==> src/rtl/cascade_scan_ctrl.sv <==
// cascade_scan_ctrl: multi-scale window/stage sequencer for the Haar cascade face detector.
// Owns the raster scan, stage and scale counters and presents backpressured detections.
module cascade_scan_ctrl #(
    parameter int IMG_W      = 64,
    parameter int IMG_H      = 64,
    parameter int WIN        = 24,
    parameter int STEP       = 2,
    parameter int NUM_STAGES = 22,
    parameter int NUM_SCALES = 3,
    localparam int XW = $clog2(IMG_W),
    localparam int YW = $clog2(IMG_H),
    localparam int SW = $clog2(NUM_STAGES + 1),
    localparam int CW = $clog2(NUM_SCALES + 1)
) (
    input  logic          clk,
    input  logic          rst,
    input  logic          start,
    output logic          ii_start,
    input  logic          ii_done,
    output logic          stage_start,
    input  logic          stage_done,
    input  logic          stage_passed,
    output logic [XW-1:0] win_x,
    output logic [YW-1:0] win_y,
    output logic [SW-1:0] stage_idx,
    output logic [CW-1:0] scale_idx,
    output logic          det_valid,
    input  logic          det_ready,
    output logic [XW-1:0] det_x,
    output logic [YW-1:0] det_y,
    output logic [CW-1:0] det_scale,
    output logic [15:0]   det_count,
    output logic          busy,
    output logic          done,
    output logic [2:0]    state
);

    // Largest window origin reachable with the given stride.
    localparam int XMAX = ((IMG_W - WIN) / STEP) * STEP;
    localparam int YMAX = ((IMG_H - WIN) / STEP) * STEP;

    typedef enum logic [2:0] {
        IDLE        = 3'd0,
        COMPUTE_II  = 3'd1,
        INIT_SCAN   = 3'd2,
        EVAL        = 3'd3,
        NEXT_STAGE  = 3'd4,
        NEXT_WINDOW = 3'd5,
        FINISH      = 3'd6,
        REPORT      = 3'd7
    } state_t;

    state_t        state_q, state_n;
    logic [XW-1:0] win_x_n, det_x_n;
    logic [YW-1:0] win_y_n, det_y_n;
    logic [SW-1:0] stage_idx_n;
    logic [CW-1:0] scale_idx_n, det_scale_n;
    logic [15:0]   det_count_n;
    logic          ii_start_n, stage_start_n, det_valid_n, busy_n, done_n;

    logic last_stage, last_win, last_scale, x_wrap;

    assign last_stage = (stage_idx == SW'(NUM_STAGES - 1));
    assign last_scale = (scale_idx == CW'(NUM_SCALES - 1));
    assign last_win   = (win_x == XW'(XMAX)) && (win_y == YW'(YMAX));
    assign x_wrap     = (int'(win_x) + STEP) > XMAX;

    always_comb begin
        state_n     = state_q;
        win_x_n     = win_x;
        win_y_n     = win_y;
        stage_idx_n = stage_idx;
        scale_idx_n = scale_idx;
        det_x_n     = det_x;
        det_y_n     = det_y;
        det_scale_n = det_scale;
        det_count_n = det_count;

        case (state_q)
            IDLE: begin
                if (start) begin
                    state_n     = COMPUTE_II;
                    scale_idx_n = '0;
                    det_count_n = '0;
                end
            end
            COMPUTE_II: begin
                if (ii_done) state_n = INIT_SCAN;
            end
            INIT_SCAN: begin
                win_x_n     = '0;
                win_y_n     = '0;
                stage_idx_n = '0;
                state_n     = EVAL;
            end
            EVAL: begin
                if (stage_done) begin
                    if (!stage_passed) begin
                        state_n = NEXT_WINDOW;
                    end else if (last_stage) begin
                        state_n     = REPORT;
                        det_x_n     = win_x;
                        det_y_n     = win_y;
                        det_scale_n = scale_idx;
                    end else begin
                        state_n = NEXT_STAGE;
                    end
                end
            end
            NEXT_STAGE: begin
                stage_idx_n = stage_idx + SW'(1);
                state_n     = EVAL;
            end
            REPORT: begin
                if (det_ready) begin
                    if (det_count != 16'hFFFF) det_count_n = det_count + 16'd1;
                    state_n = NEXT_WINDOW;
                end
            end
            NEXT_WINDOW: begin
                stage_idx_n = '0;
                if (!last_win) begin
                    state_n = EVAL;
                    if (x_wrap) begin
                        win_x_n = '0;
                        win_y_n = win_y + YW'(STEP);
                    end else begin
                        win_x_n = win_x + XW'(STEP);
                    end
                end else if (!last_scale) begin
                    scale_idx_n = scale_idx + CW'(1);
                    state_n     = COMPUTE_II;
                end else begin
                    state_n = FINISH;
                end
            end
            FINISH: begin
                state_n = IDLE;
            end
            default: state_n = IDLE;
        endcase

        // Pulses and flags are derived from the upcoming state so they line up with it.
        ii_start_n    = (state_n == COMPUTE_II) && (state_q != COMPUTE_II);
        stage_start_n = (state_n == EVAL) && (state_q != EVAL);
        det_valid_n   = (state_n == REPORT);
        done_n        = (state_n == FINISH);
        busy_n        = (state_n != IDLE);
    end

    always_ff @(posedge clk) begin
        if (rst) begin
            state_q     <= IDLE;
            win_x       <= '0;
            win_y       <= '0;
            stage_idx   <= '0;
            scale_idx   <= '0;
            det_x       <= '0;
            det_y       <= '0;
            det_scale   <= '0;
            det_count   <= '0;
            det_valid   <= 1'b0;
            ii_start    <= 1'b0;
            stage_start <= 1'b0;
            done        <= 1'b0;
            busy        <= 1'b0;
        end else begin
            state_q     <= state_n;
            win_x       <= win_x_n;
            win_y       <= win_y_n;
            stage_idx   <= stage_idx_n;
            scale_idx   <= scale_idx_n;
            det_x       <= det_x_n;
            det_y       <= det_y_n;
            det_scale   <= det_scale_n;
            det_count   <= det_count_n;
            det_valid   <= det_valid_n;
            ii_start    <= ii_start_n;
            stage_start <= stage_start_n;
            done        <= done_n;
            busy        <= busy_n;
        end
    end

    assign state = state_q;

endmodule
==> config.mk <==
export PLATFORM = sky130hd
export DESIGN_NAME = cascade_scan_ctrl
export DESIGN_NICKNAME = d
export VERILOG_FILES = /design/src/rtl/cascade_scan_ctrl.sv
export SDC_FILE = /design/constraint.sdc
export NUM_CORES = 1
export LEC_CHECK = 0
export ABC_AREA = 1
export BUFFER_PORTS_ARGS = -buffer_cell sky130_fd_sc_hd__buf_2
export CORE_MARGIN = 1
export CORE_UTILIZATION = 58
export CTS_CLUSTER_DIAMETER = 100
export DETAILED_ROUTE_END_ITERATION = 10
export GPL_TIMING_DRIVEN = 0
export PLACE_DENSITY_LB_ADDON = 0.1
export SYNTH_ARGS = -nofsm -noshare
export SYNTH_HDL_FRONTEND = slang
export SYNTH_SLANG_ARGS = --single-unit
==> constraint.sdc <==
create_clock -name clk -period 3.9 [get_ports clk]
set_clock_uncertainty 0.2 [all_clocks]
set_input_delay 0.39 -clock clk [delete_from_list [all_inputs] [get_ports clk]]
set_output_delay 0.39 -clock clk [all_outputs]
set_load 0.01 [all_outputs]
## After elaboration in Yosys (flattened, before gate mapping)

Cells that the tools add are included.

| cells by class | value |
|---|---|
| magnitude comparators | 1 |
| mux-type cells | 24 |
| reduce and logical (&&, ||, !) cells | 16 |
| eq/ne operators | 25 |
| add/sub/neg operators | 6 |

Operators by type and width:

| cell | number |
|---|---|
| 16-bit 2-to-1 mux | 3 |
| 16-bit one-hot mux with 2 select lines | 1 |
| 6-bit 2-to-1 mux | 4 |
| 6-bit one-hot mux with 2 select lines | 2 |
| 3-bit one-hot mux with 7 select lines | 1 |
| 3-bit == test, second input constant | 6 |
| 3-bit 2-to-1 mux | 6 |
| 16-bit by 1-bit adder with 16-bit output, second input constant | 1 |
| 16-bit inequality test, second input constant | 1 |
| 2-bit inequality test, second input constant | 7 |
| 6-bit by 2-bit adder with 6-bit output, second input constant | 2 |
| 6-bit == test, second input constant | 2 |
| 4-bit AND reduction | 3 |
| 2-bit 2-to-1 mux | 5 |
| 5-bit one-hot mux with 2 select lines | 1 |
| 3-bit by 2-bit == test with 1-bit output, second input constant | 3 |
| 2-bit nonzero test | 4 |
| 6-bit by 2-bit adder with 7-bit output, second input constant | 1 |
| 7-bit by 6-bit greater-than comparator with 1-bit output, second input constant | 1 |
| 3-bit by 1-bit == test with 1-bit output, second input constant | 2 |
| 5-bit by 1-bit adder with 5-bit output, second input constant | 1 |
| 5-bit == test, second input constant | 1 |
| 2-bit one-hot mux with 2 select lines | 1 |
| 2-bit OR reduction | 2 |
| 9 further kinds | 11 |

| storage, ports and cells | value |
|---|---|
| output and inout port bits | 57 |
| register bits | 57 |
| word-level logic and storage cells | 86 |
| input port bits | 7 |

## Longest topological paths before layout

Gate-level depths: netlist (run 1).

| depth | value |
|---|---|
| word-level depth | 7 |
| gate-level depth with buffers | 11 |
| mapped depth without buffers | 11 |

## Least setup slack after synthesis (run 1)

No wires, ideal clock.

| path | value |
|---|---|
| path kind | register to register |
| start | register det_count[1] |
| end | register det_count[14] |
| stages on the path, launching flop included | 10 |
| arrival time | 1.494 ns |
| slack | 2.076 ns |
| cell sequence | dfxtp_1 ha_1 inv_1 nor2_2 nand3_1 nor2_1 nor2_4 buf_6 nand3_1 a21oi_2 |

| on the way | value |
|---|---|
| cells in the longest elaborated chain, start to end | 4 |

Ends and longest elaborated chain:

| element | line | source |
|---|---|---|
| start, declared | 32 | `output logic [15:0] det_count,` |
| start signal, assigned | 176 | `det_count <= det_count_n;` |
| 16-bit by 1-bit adder with 16-bit output | 116 | `if (det_count != 16'hFFFF) det_count_n = det_count + 16'd1;` |
| 16-bit 2-to-1 mux | 116 |  |
| 16-bit 2-to-1 mux | 115 | `if (det_ready) begin` |
| 16-bit one-hot mux with 2 select lines | 79 | `case (state_q)` |

Parallel ways exist; a longest one is shown, timed or not. The select of a mux whose other input is x is not followed.
A chain may end at the register's enable or synchronous reset.

## Worst setup path in the final report (run 1)

Ends and elaborated chain as after synthesis.

==> results of run 1 <==
==> registers in the layout, summed over array words and instances (netlist names) <==
register / flops
stage_idx: 5
win_y: 5
det_scale: 2
win_x: 5
stage_start: 1
det_valid: 1
state: 3
det_count: 16
done: 1
scale_idx: 2
busy: 1
det_x: 5
ii_start: 1
det_y: 5
==> cells in the final DEF (no fill, tap or decap), types with 2 or more instances in the layout <==
cell type	netlist	final
inv_1	46	46
nand2_2	8	8
buf_6	2	2
nand3_2	2	2
a21oi_1	28	28
clkinv_2	1	2
clkbuf_1	3	4
dfxtp_1	53	53
nor3_1	5	5
conb_1	1	4
buf_2	1	60
buf_4	5	5
nor2_4	3	3
clkbuf_8	0	5
nor2_1	74	74
o21ai_0	24	24
a21oi_2	2	2
nand4_1	6	6
ha_1	6	6
nor3_2	2	2
xnor2_1	3	3
nand2_1	95	95
xor2_1	9	9
inv_2	3	3
nand3_1	35	35
==> power groups by stage <==
stage / registers (µW) / logic, µW / clock network (µW)
4_1_cts: 583 / 203 / 319
6_report: 583 / 204 / 310
2_1_floorplan: 602 / 137 / 0
3_3_place_gp: 595 / 199 / 0
5_1_grt: 587 / 229 / 340
3_5_place_dp: 595 / 202 / 0
==> layout make-up <==
cell class / count / area, µm²
Buffer: 13 / 85.08
Clock buffer: 6 / 72.57
Clock inverter: 2 / 13.76
Fill cell: 430 / 1404
Inverter: 50 / 188.9
Multi-Input combinational cell: 313 / 1519
Sequential cell: 53 / 1061
Tap cell: 67 / 83.83
Timing Repair Buffer: 59 / 295.3
==> metrics by stage <==
stage / instance area (µm²) / total power [µW] / hold WS (ns) / utilization
4_1_cts: 3319 / 1105 / 0.1582 / 0.7028
6_report: 3319 / 1098 / 0.1604 / 0.7028
3_3_place_gp: 3233 / 794.1 / 0.2606 / 0.6845
3_5_place_dp: 3233 / 797.3 / 0.2696 / 0.6845
5_1_grt: 3319 / 1156 / 0.1811 / 0.7028
2_1_floorplan: 2854 / 738.4 / 0.2947 / -
==> routing by layer <==
| layer | wire length [µm] | track usage | up-vias |
|---|---|---|---|
| met5 | 0 | 0 | - |
| met3 | 356 | 0.04722 | 12 |
| met1 | 3023 | 0.3475 | 1278 |
| li1 | - | - | 1485 |
| met4 | 105 | 0.08715 | 0 |
| met2 | 3080 | 0.4696 | 102 |
==> logic make-up after synthesis <==
| logic type | synth area share |
|---|---|
| XOR/XNOR | 0.03698 |
| AND/OR/NAND/NOR | 0.3596 |
| adder cells (fa/ha/maj) | 0.02641 |
| AO/OA/AOI/OAI | 0.1061 |
| flip-flops | 0.3732 |
| other | 0.001319 |
| buffers and inverters | 0.09639 |
==> worst min-delay path: stages <==
cell and delay (ns):
buf_2 0.11, nor2_1 0.05, nand2_1 0.05, nor2_1 0.04
==> worst paths after layout <==
kind | slack (ns) | cells past startpoint | start | end
worst min-delay path | 0.16 | 4 | rst | stage_start
worst max register to register | 1.92 | 9 | det_count[1] | det_count[14]
worst min register to register | 0.29 | 2 | stage_idx[3] | stage_idx[3]
worst max-delay path | 1.92 | 9 | det_count[1] | det_count[14]
==> results.sh, run 1 <==
export IMPL_outcome="finished, final reports clean"
export IMPL_crit_family="simple AND/OR/NAND/NOR gates"
export IMPL_ys_ff_latch=53
export IMPL_htreeDepth=2
export IMPL_worst_path_largest_cell_delay_ns=0.40
export IMPL_yosys_cell_count_top_type="nand2_1"
export IMPL_grt_pass1_vias=2560
export IMPL_setup_tns_final_ns=0
export IMPL_arrival_ns=1.97
export IMPL_fin_ws_ns=1.916
export IMPL_clockBufferDepth=2
export IMPL_drtAntennaViolNets=0
export IMPL_crit_buf_inv=2
export IMPL_min_delay_path_class="in -> reg"
export IMPL_wl_um=6565
export IMPL_die_w_um=72.01
export IMPL_synth_edff_count=0
export IMPL_layout_nets=508
export IMPL_end_kind="register"
export IMPL_synth_top_cells_by_count="nand2_1, nor2_1, dfxtp_1"
export IMPL_via_count=2877
export IMPL_start_kind="register"
export IMPL_grt_pass1_wl_um=11190
export IMPL_synthFlopType="dfxtp_1"
export IMPL_tightest_slew_ns=0.5665
export IMPL_dieHeight_um=72.01
export IMPL_numCtsBuffers=5
export IMPL_n_antenna_cell=0
export IMPL_fp_dieArea_mm2=0.005185
export IMPL_drive_above_1_share=0.1996
export IMPL_path_cells="ha_1 > inv_1 > nor2_2 > nand3_1 > nor2_1 > nor2_4 > buf_6 > nand3_1 > a21oi_2"
export IMPL_synth_area_leaders="dfxtp_1, nand2_1, nor2_1"
export IMPL_grt_max_degree=17
export IMPL_crit_required_ns=3.89
export IMPL_hold_violations=0
export IMPL_antenna_found_initial=0
export IMPL_path_class="reg -> reg"
export IMPL_cts_setup_buffers=0
export IMPL_rsz0062_at_grt="no"
export IMPL_path_clk_slew_ns=0.09
export IMPL_p_comb_frac=0.186
export IMPL_drv_cap=0
export IMPL_globalRouteTotalUtil=0.2725
export IMPL_swShare=0.3063
export IMPL_synth_cells=426
export IMPL_dp_worst_setup_slack_ns=1.925
export IMPL_syn_to_final_growth_pct=16.77
export IMPL_clkPwrFrac=0.283
export IMPL_dp_hpwl_um=4929
export IMPL_async_reset_ff_frac=0
export IMPL_crit_fanout=10
export IMPL_cell_internal_pwr_uw=761.4
export IMPL_finalSetupViolCount=0
export IMPL_dp_cells=555
export IMPL_p_leak_uw=0.001545
export IMPL_core_mm2=0.004723
export IMPL_cp_common_cell="nand3_1"
export IMPL_drtIter0Drc=232
export IMPL_p_switching_uw=336.2
export IMPL_power_per_cell_area_mw_per_mm2=330.6
export IMPL_p_seq_frac=0.532
export IMPL_ys_types=33
export IMPL_syn_area_per_cell_um2=6.673
export IMPL_gp_congestion=0.8901
export IMPL_yosysTopAreaCell="dfxtp_1"
export IMPL_max_freq_mhz=504.0
export IMPL_slowest_stage="dfxtp_1"
export IMPL_grt_overflow_total=0
export IMPL_wl_per_cell_um=11.66
export IMPL_period_minus_slack_ns=1.984
export IMPL_cts_resized=0
export IMPL_ioPinCount=64
export IMPL_cts_root_buf="clkbuf_8"
export IMPL_drt_first_pass_iters=7
export IMPL_cts_tree="yes"
export IMPL_synth_seq_area_share=0.3732
export IMPL_finalCritPeriodShare=0.5088
export IMPL_yosysWarnings=0
export IMPL_clock_sinks=53
export IMPL_ir_worst_vdd_uv=222.9
export IMPL_slew_limit_headroom=0.6223
export IMPL_route_detailed_drc=0
export IMPL_insertion_delay_ns=0.31
export IMPL_cts_hold_buf=0
export IMPL_final_cells=563
export IMPL_io_buffers=59
export IMPL_start_util=0.6019
export IMPL_drv_slew=0
export IMPL_rows=25
export IMPL_via_per_inst=5.110
export IMPL_synth_top_cell_area_share=0.3732
export IMPL_synthesis_area_mm2=0.002843
(Power assumes the default switching activity.)
==> run 2, diff against run 1 <==
--- a/config.mk
+++ b/config.mk
@@ -8,7 +8,7 @@
 export ABC_AREA = 1
 export BUFFER_PORTS_ARGS = -buffer_cell sky130_fd_sc_hd__buf_2
 export CORE_MARGIN = 1
-export CORE_UTILIZATION = 58
+export CORE_UTILIZATION = 49
 export CTS_CLUSTER_DIAMETER = 100
 export DETAILED_ROUTE_END_ITERATION = 10
 export GPL_TIMING_DRIVEN = 0
==> constraint.sdc (replaced) <==
create_clock -name clk -period 1.8 [get_ports clk]
set_clock_uncertainty 0.2 [all_clocks]
set_input_delay 0.18 -clock clk [delete_from_list [all_inputs] [get_ports clk]]
set_output_delay 0.18 -clock clk [all_outputs]
set_load 0.01 [all_outputs]
==> results.sh, run 2 (synthesized netlist as in run 1, its figures left out) <==
export IMPL_outcome="finished, final reports clean"
export IMPL_end_kind="register"
export IMPL_clockBufferDepth=2
export IMPL_grt_overflow_total=0
export IMPL_rr_endpoint="det_count[6]"
export IMPL_gp_congestion=0.8590
export IMPL_clock_sinks=53
export IMPL_tightest_slew_ns=0.5885
export IMPL_slew_limit_headroom=0.6076
export IMPL_path_clk_slew_ns=0.10
export IMPL_io_buffers=59
export IMPL_numCtsBuffers=5
export IMPL_worst_path_largest_cell_delay_ns=0.43
export IMPL_drv_slew=0
export IMPL_arrival_ns=1.77
export IMPL_wl_um=7282
export IMPL_worstHoldStart="start"
export IMPL_holdPathEnd="det_count[5]"
export IMPL_wl_met1_um=3321
export IMPL_wl_per_cell_um=12.49
export IMPL_start_kind="register"
export IMPL_reg2reg_slack_ns=0.06
export IMPL_final_common_cell="nand2_1"
export IMPL_final_area_mm2=0.003661
export IMPL_start_util=0.5131
export IMPL_hold_violations=0
export IMPL_route_met2_wl_um=3496
export IMPL_dp_hpwl_um=5187
export IMPL_via_per_inst=5.118
export IMPL_p_seq_frac=0.476
export IMPL_swShare=0.2919
export IMPL_syn_to_final_growth_pct=28.79
export IMPL_met3_length_um=369
export IMPL_via_count=2984
export IMPL_cts_tree="yes"
export IMPL_path_class="reg -> reg"
export IMPL_max_freq_mhz=574.5
export IMPL_crit_required_ns=1.83
export IMPL_fp_dieArea_mm2=0.006110
export IMPL_p_switching_uw=783.2
export IMPL_crit_family="simple AND/OR/NAND/NOR gates"
export IMPL_grt_pass1_wl_um=11680
export IMPL_power_per_cell_area_mw_per_mm2=732.8
export IMPL_crit_buf_inv=2
export IMPL_cts_root_buf="clkbuf_8"
export IMPL_final_cell_mix="nand2_1, nor2_1, buf_2, inv_1, dfxtp_1"
export IMPL_grt_pass1_vias=2648
export IMPL_htreeDepth=2
export IMPL_route_detailed_drc=0
export IMPL_p_leak_uw=0.001682
export IMPL_grt_max_degree=17
export IMPL_antenna_found_initial=0
export IMPL_r2r_cells=9
export IMPL_drt_first_pass_iters=5
export IMPL_top_register="det_count"
export IMPL_rsz0062_at_grt="yes"
export IMPL_crit_fanout=10
export IMPL_slowest_stage="dfxtp_4"
export IMPL_n_antenna_cell=0
export IMPL_p_comb_frac=0.207
export IMPL_ir_worst_vdd_uv=374.7
export IMPL_finalCritPeriodShare=0.9670
export IMPL_drtIter0Drc=167
export IMPL_period_minus_slack_ns=1.741
export IMPL_final_util=0.6608
export IMPL_clkPwrFrac=0.317
export IMPL_cell_internal_pwr_uw=1899
export IMPL_ioPinCount=64
export IMPL_drtAntennaViolNets=0
export IMPL_die_w_um=78.17
export IMPL_largest_reg_flops=16
export IMPL_cp_common_cell="nand2_4"
export IMPL_insertion_delay_ns=0.31
export IMPL_dieHeight_um=78.17
export IMPL_drive_above_1_share=0.2877
export IMPL_path_cells="nand2_4 > clkinv_2 > nand2_4 > nand2_2 > nand3_4 > nor2_4 > buf_6 > nand3_1 > a21oi_1"
export IMPL_holdPathStages=4
export IMPL_place_area_mm2=0.003242
export IMPL_min_delay_path_class="in -> reg"
export IMPL_drv_cap=0
export IMPL_rr_startpoint="state[0]"
export IMPL_finalSetupViolCount=0
export IMPL_core_mm2=0.005540
export IMPL_routed_top_layer="met4"
export IMPL_rows=27
export IMPL_globalRouteTotalUtil=0.2369
export IMPL_layout_nets=523
export IMPL_final_cells=583
export IMPL_finalPower_uw=2683
export IMPL_dp_cells=560
run 2: routing by layer:
| metal | vias up | global-route usage |
|---|---|---|
| met5 | - | 0 |
| met4 | 0 | 0.06667 |
| met3 | 11 | 0.04302 |
| met2 | 90 | 0.4158 |
| met1 | 1372 | 0.2948 |
| li1 | 1511 | - |
run 2: final cells by class:
cell class              instances  area [µm²]
inverters                      50       193.9
clock buffers                   6       82.58
repair buffers                 74       426.7
well taps                      72       90.09
flip-flops and latches         53        1092
clock inverters                 2       37.54
multi-input cells             313        1648
plain buffers                  13       90.09
fillers                       501        1879
run 2: timing repair:
action,4_1_cts,5_1_grt
resized for setup,11,49
setup endpoints to repair,32,46
pin swaps,5,10
hold buffers,1,0
buffers inserted,6,8
endpoints found under the hold margin,1,0
run 2: worst reg2reg max path, cell delays in order (launching register included):
cell and delay (ns):
dfxtp_4 0.43, nand2_4 0.09, clkinv_2 0.08, nand2_4 0.07, nand2_2 0.10, nand3_4 0.09, nor2_4 0.22, buf_6 0.18
nand3_1 0.08, a21oi_1 0.13
run 2: how the worst max path moves through the flow:
stage                            start             to  slack, ns  cells past startpoint
after detailed placement  det_count[0]  det_count[11]      -0.16                      9
after CTS                 stage_idx[0]   det_scale[1]      0.004                      7
after global routing      stage_idx[1]       det_y[3]      -0.04                      8
after floorplan           det_count[1]  det_count[14]      0.003                      9
final                         state[0]   det_count[6]       0.06                      9
after global placement        state[2]  det_count[11]      -0.17                     10
run 2: metrics by stage:
stage	setup TNS, ns	hold slack, ns	worst slack [ns]
6_report	0	0.07785	0.05940
3_5_place_dp	-2.206	0.2830	-0.1571
3_3_place_gp	-1.795	0.2637	-0.1654
2_1_floorplan	0	0.1288	0.002635
4_1_cts	0	0.06769	0.003727
5_1_grt	-0.4918	0.09132	-0.04089
run 2: power groups by stage:
stage | registers, µW | clock network, µW | logic, µW
final | 1280 | 850 | 556
after global placement | 1290 | 0 | 436
after global routing | 1280 | 921 | 602
after CTS | 1270 | 876 | 487
after floorplan | 1300 | 0 | 296
after detailed placement | 1290 | 0 | 442
==> run 3, diff against run 2 <==
--- a/config.mk
+++ b/config.mk
@@ -8,7 +8,7 @@
 export ABC_AREA = 1
 export BUFFER_PORTS_ARGS = -buffer_cell sky130_fd_sc_hd__buf_2
 export CORE_MARGIN = 1
-export CORE_UTILIZATION = 49
+export CORE_UTILIZATION = 46
 export CTS_CLUSTER_DIAMETER = 100
 export DETAILED_ROUTE_END_ITERATION = 10
 export GPL_TIMING_DRIVEN = 0
==> constraint.sdc (replaced) <==
create_clock -name clk -period 1.65 [get_ports clk]
set_clock_uncertainty 0.2 [all_clocks]
set_input_delay 0.165 -clock clk [delete_from_list [all_inputs] [get_ports clk]]
set_output_delay 0.165 -clock clk [all_outputs]
set_load 0.01 [all_outputs]
==> results.sh, run 3 (synthesized netlist as in run 1, its figures left out) <==
export IMPL_drtAntennaViolNets=0
export IMPL_path_cells="nor2_4 > nand2_4 > nand2_4 > nand3_4 > nor2_4 > buf_4 > nand3_2 > a21oi_2"
export IMPL_drv_slew=0
export IMPL_route_detailed_drc=0
export IMPL_crit_fanout=6
export IMPL_rsz0062_at_grt="yes"
export IMPL_cts_root_buf="clkbuf_8"
export IMPL_dieHeight_um=80.61
export IMPL_rows=28
export IMPL_worst_path_largest_cell_delay_ns=0.39
export IMPL_io_buffers=59
export IMPL_clockBufferDepth=2
export IMPL_r2r_cells=8
export IMPL_start_kind="register"
export IMPL_die_w_um=80.61
export IMPL_drv_cap=0
export IMPL_hold_violations=0
export IMPL_slew_limit_headroom=0.5805
export IMPL_fp_dieArea_mm2=0.006498
export IMPL_final_cell_mix="nand2_1, buf_2, nor2_1, inv_1, nand3_1"
export IMPL_dp_hpwl_um=5149
export IMPL_ioPinCount=64
export IMPL_grt_max_degree=16
export IMPL_cts_tree="yes"
export IMPL_clock_sinks=53
export IMPL_final_area_mm2=0.004021
export IMPL_start_util=0.4773
export IMPL_arrival_ns=1.78
export IMPL_finalSetupViolCount=23
export IMPL_largest_reg_flops=16
export IMPL_drive_above_1_share=0.3890
export IMPL_finalPower_uw=2976
export IMPL_wl_per_cell_um=13.27
export IMPL_reg2reg_slack_ns=-0.08
export IMPL_rr_endpoint="det_count[5]"
export IMPL_globalRouteTotalUtil=0.2475
export IMPL_slowest_stage="dfxtp_4"
export IMPL_max_freq_mhz=577.8
export IMPL_syn_to_final_growth_pct=41.46
export IMPL_violations="negative setup slack"
export IMPL_worstHoldStart="start"
export IMPL_ir_worst_vdd_uv=433.6
export IMPL_holdPathStages=4
export IMPL_insertion_delay_ns=0.32
export IMPL_p_leak_uw=0.001828
export IMPL_end_kind="register"
export IMPL_whs_ns=0.06659
export IMPL_drt_first_pass_iters=5
export IMPL_grt_pass1_vias=2830
export IMPL_min_delay_path_class="in -> reg"
export IMPL_grt_overflow_total=0
export IMPL_finalCritPeriodShare=1.049
export IMPL_final_common_cell="nand2_1"
export IMPL_final_util=0.6752
export IMPL_layout_nets=539
export IMPL_tightest_slew_ns=0.6293
export IMPL_antenna_found_initial=0
export IMPL_outcome="finished with violations"
export IMPL_gp_congestion=0.8743
export IMPL_rr_startpoint="state[1]"
export IMPL_numCtsBuffers=5
export IMPL_place_area_mm2=0.003281
export IMPL_holdPathEnd="det_count[5]"
export IMPL_path_clk_slew_ns=0.10
export IMPL_grt_pass1_wl_um=12520
export IMPL_via_per_inst=5.061
export IMPL_via_count=3047
export IMPL_top_register="det_count"
export IMPL_n_antenna_cell=0
export IMPL_fin_ws_ns=-0.08080
export IMPL_core_mm2=0.005956
export IMPL_drtIter0Drc=165
export IMPL_period_minus_slack_ns=1.731
export IMPL_crit_required_ns=1.70
export IMPL_path_class="reg -> reg"
export IMPL_power_per_cell_area_mw_per_mm2=740.0
export IMPL_wl_um=7987
export IMPL_htreeDepth=2
## run 3: area by class of cell
| class | count | area [µm²] |
|---|---|---|
| Multi-Input combinational cell | 313 | 1829 |
| Sequential cell | 53 | 1121 |
| Inverter | 50 | 205.2 |
| Fill cell | 507 | 1934 |
| Clock buffer | 8 | 111.4 |
| Buffer | 13 | 108.9 |
| Tap cell | 75 | 93.84 |
| Timing Repair Buffer | 90 | 551.8 |
## run 3: how the worst max path moves through the flow
stage	startpoint	endpoint	slack, ns
CTS	state[0]	det_count[9]	-0.06
detailed placement	state[2]	det_count[11]	-0.19
floorplan	det_count[1]	det_count[11]	0.004
finish	state[1]	det_count[5]	-0.08
global placement	state[2]	det_count[11]	-0.21
global route	state[1]	det_count[15]	-0.19
## run 3: what timing repair did
item	CTS	global route
endpoints found under the setup margin	41	52
resized for setup	53	79
pin swaps	13	19
hold buffers	1	0
cloned	2	2
endpoints found under the hold margin	1	0
setup buffers	15	11
## run 3: worst max-delay path: cells and delay by family (launching register included)
family                 cells  cell delay (ns)
AO/OA/AOI/OAI              1             0.13
buffers and inverters      1             0.20
flip-flops                 1             0.39
AND/OR/NAND/NOR            6             0.74
## run 3: metrics by stage
stage | setup TNS [ns] | setup slack (ns) | cells
3_5_place_dp | -4.100 | -0.1923 | 563
4_1_cts | -1.241 | -0.05622 | 589
3_3_place_gp | -4.107 | -0.2121 | 563
5_1_grt | -4.514 | -0.1862 | 602
6_report | -0.9040 | -0.08080 | 602
2_1_floorplan | 0 | 0.003505 | 429
## run 3: report_power, final
| part | total (µW) | internal [µW] | switching, µW | leakage, µW |
|---|---|---|---|---|
| logic | 698 | 294 | 404 | 0.00133 |
| registers | 1390 | 1330 | 65.2 | 0.000445 |
| clock network | 886 | 435 | 451 | 0.0000566 |
## run 3: routing by layer
metal | GRT usage | vias to the layer above | wire length (µm)
met3 | 0.04432 | 10 | 417
met1 | 0.3003 | 1387 | 3598
met2 | 0.4339 | 105 | 3867
met4 | 0.08571 | 0 | 104
li1 | - | 1545 | -
met5 | 0 | - | 0
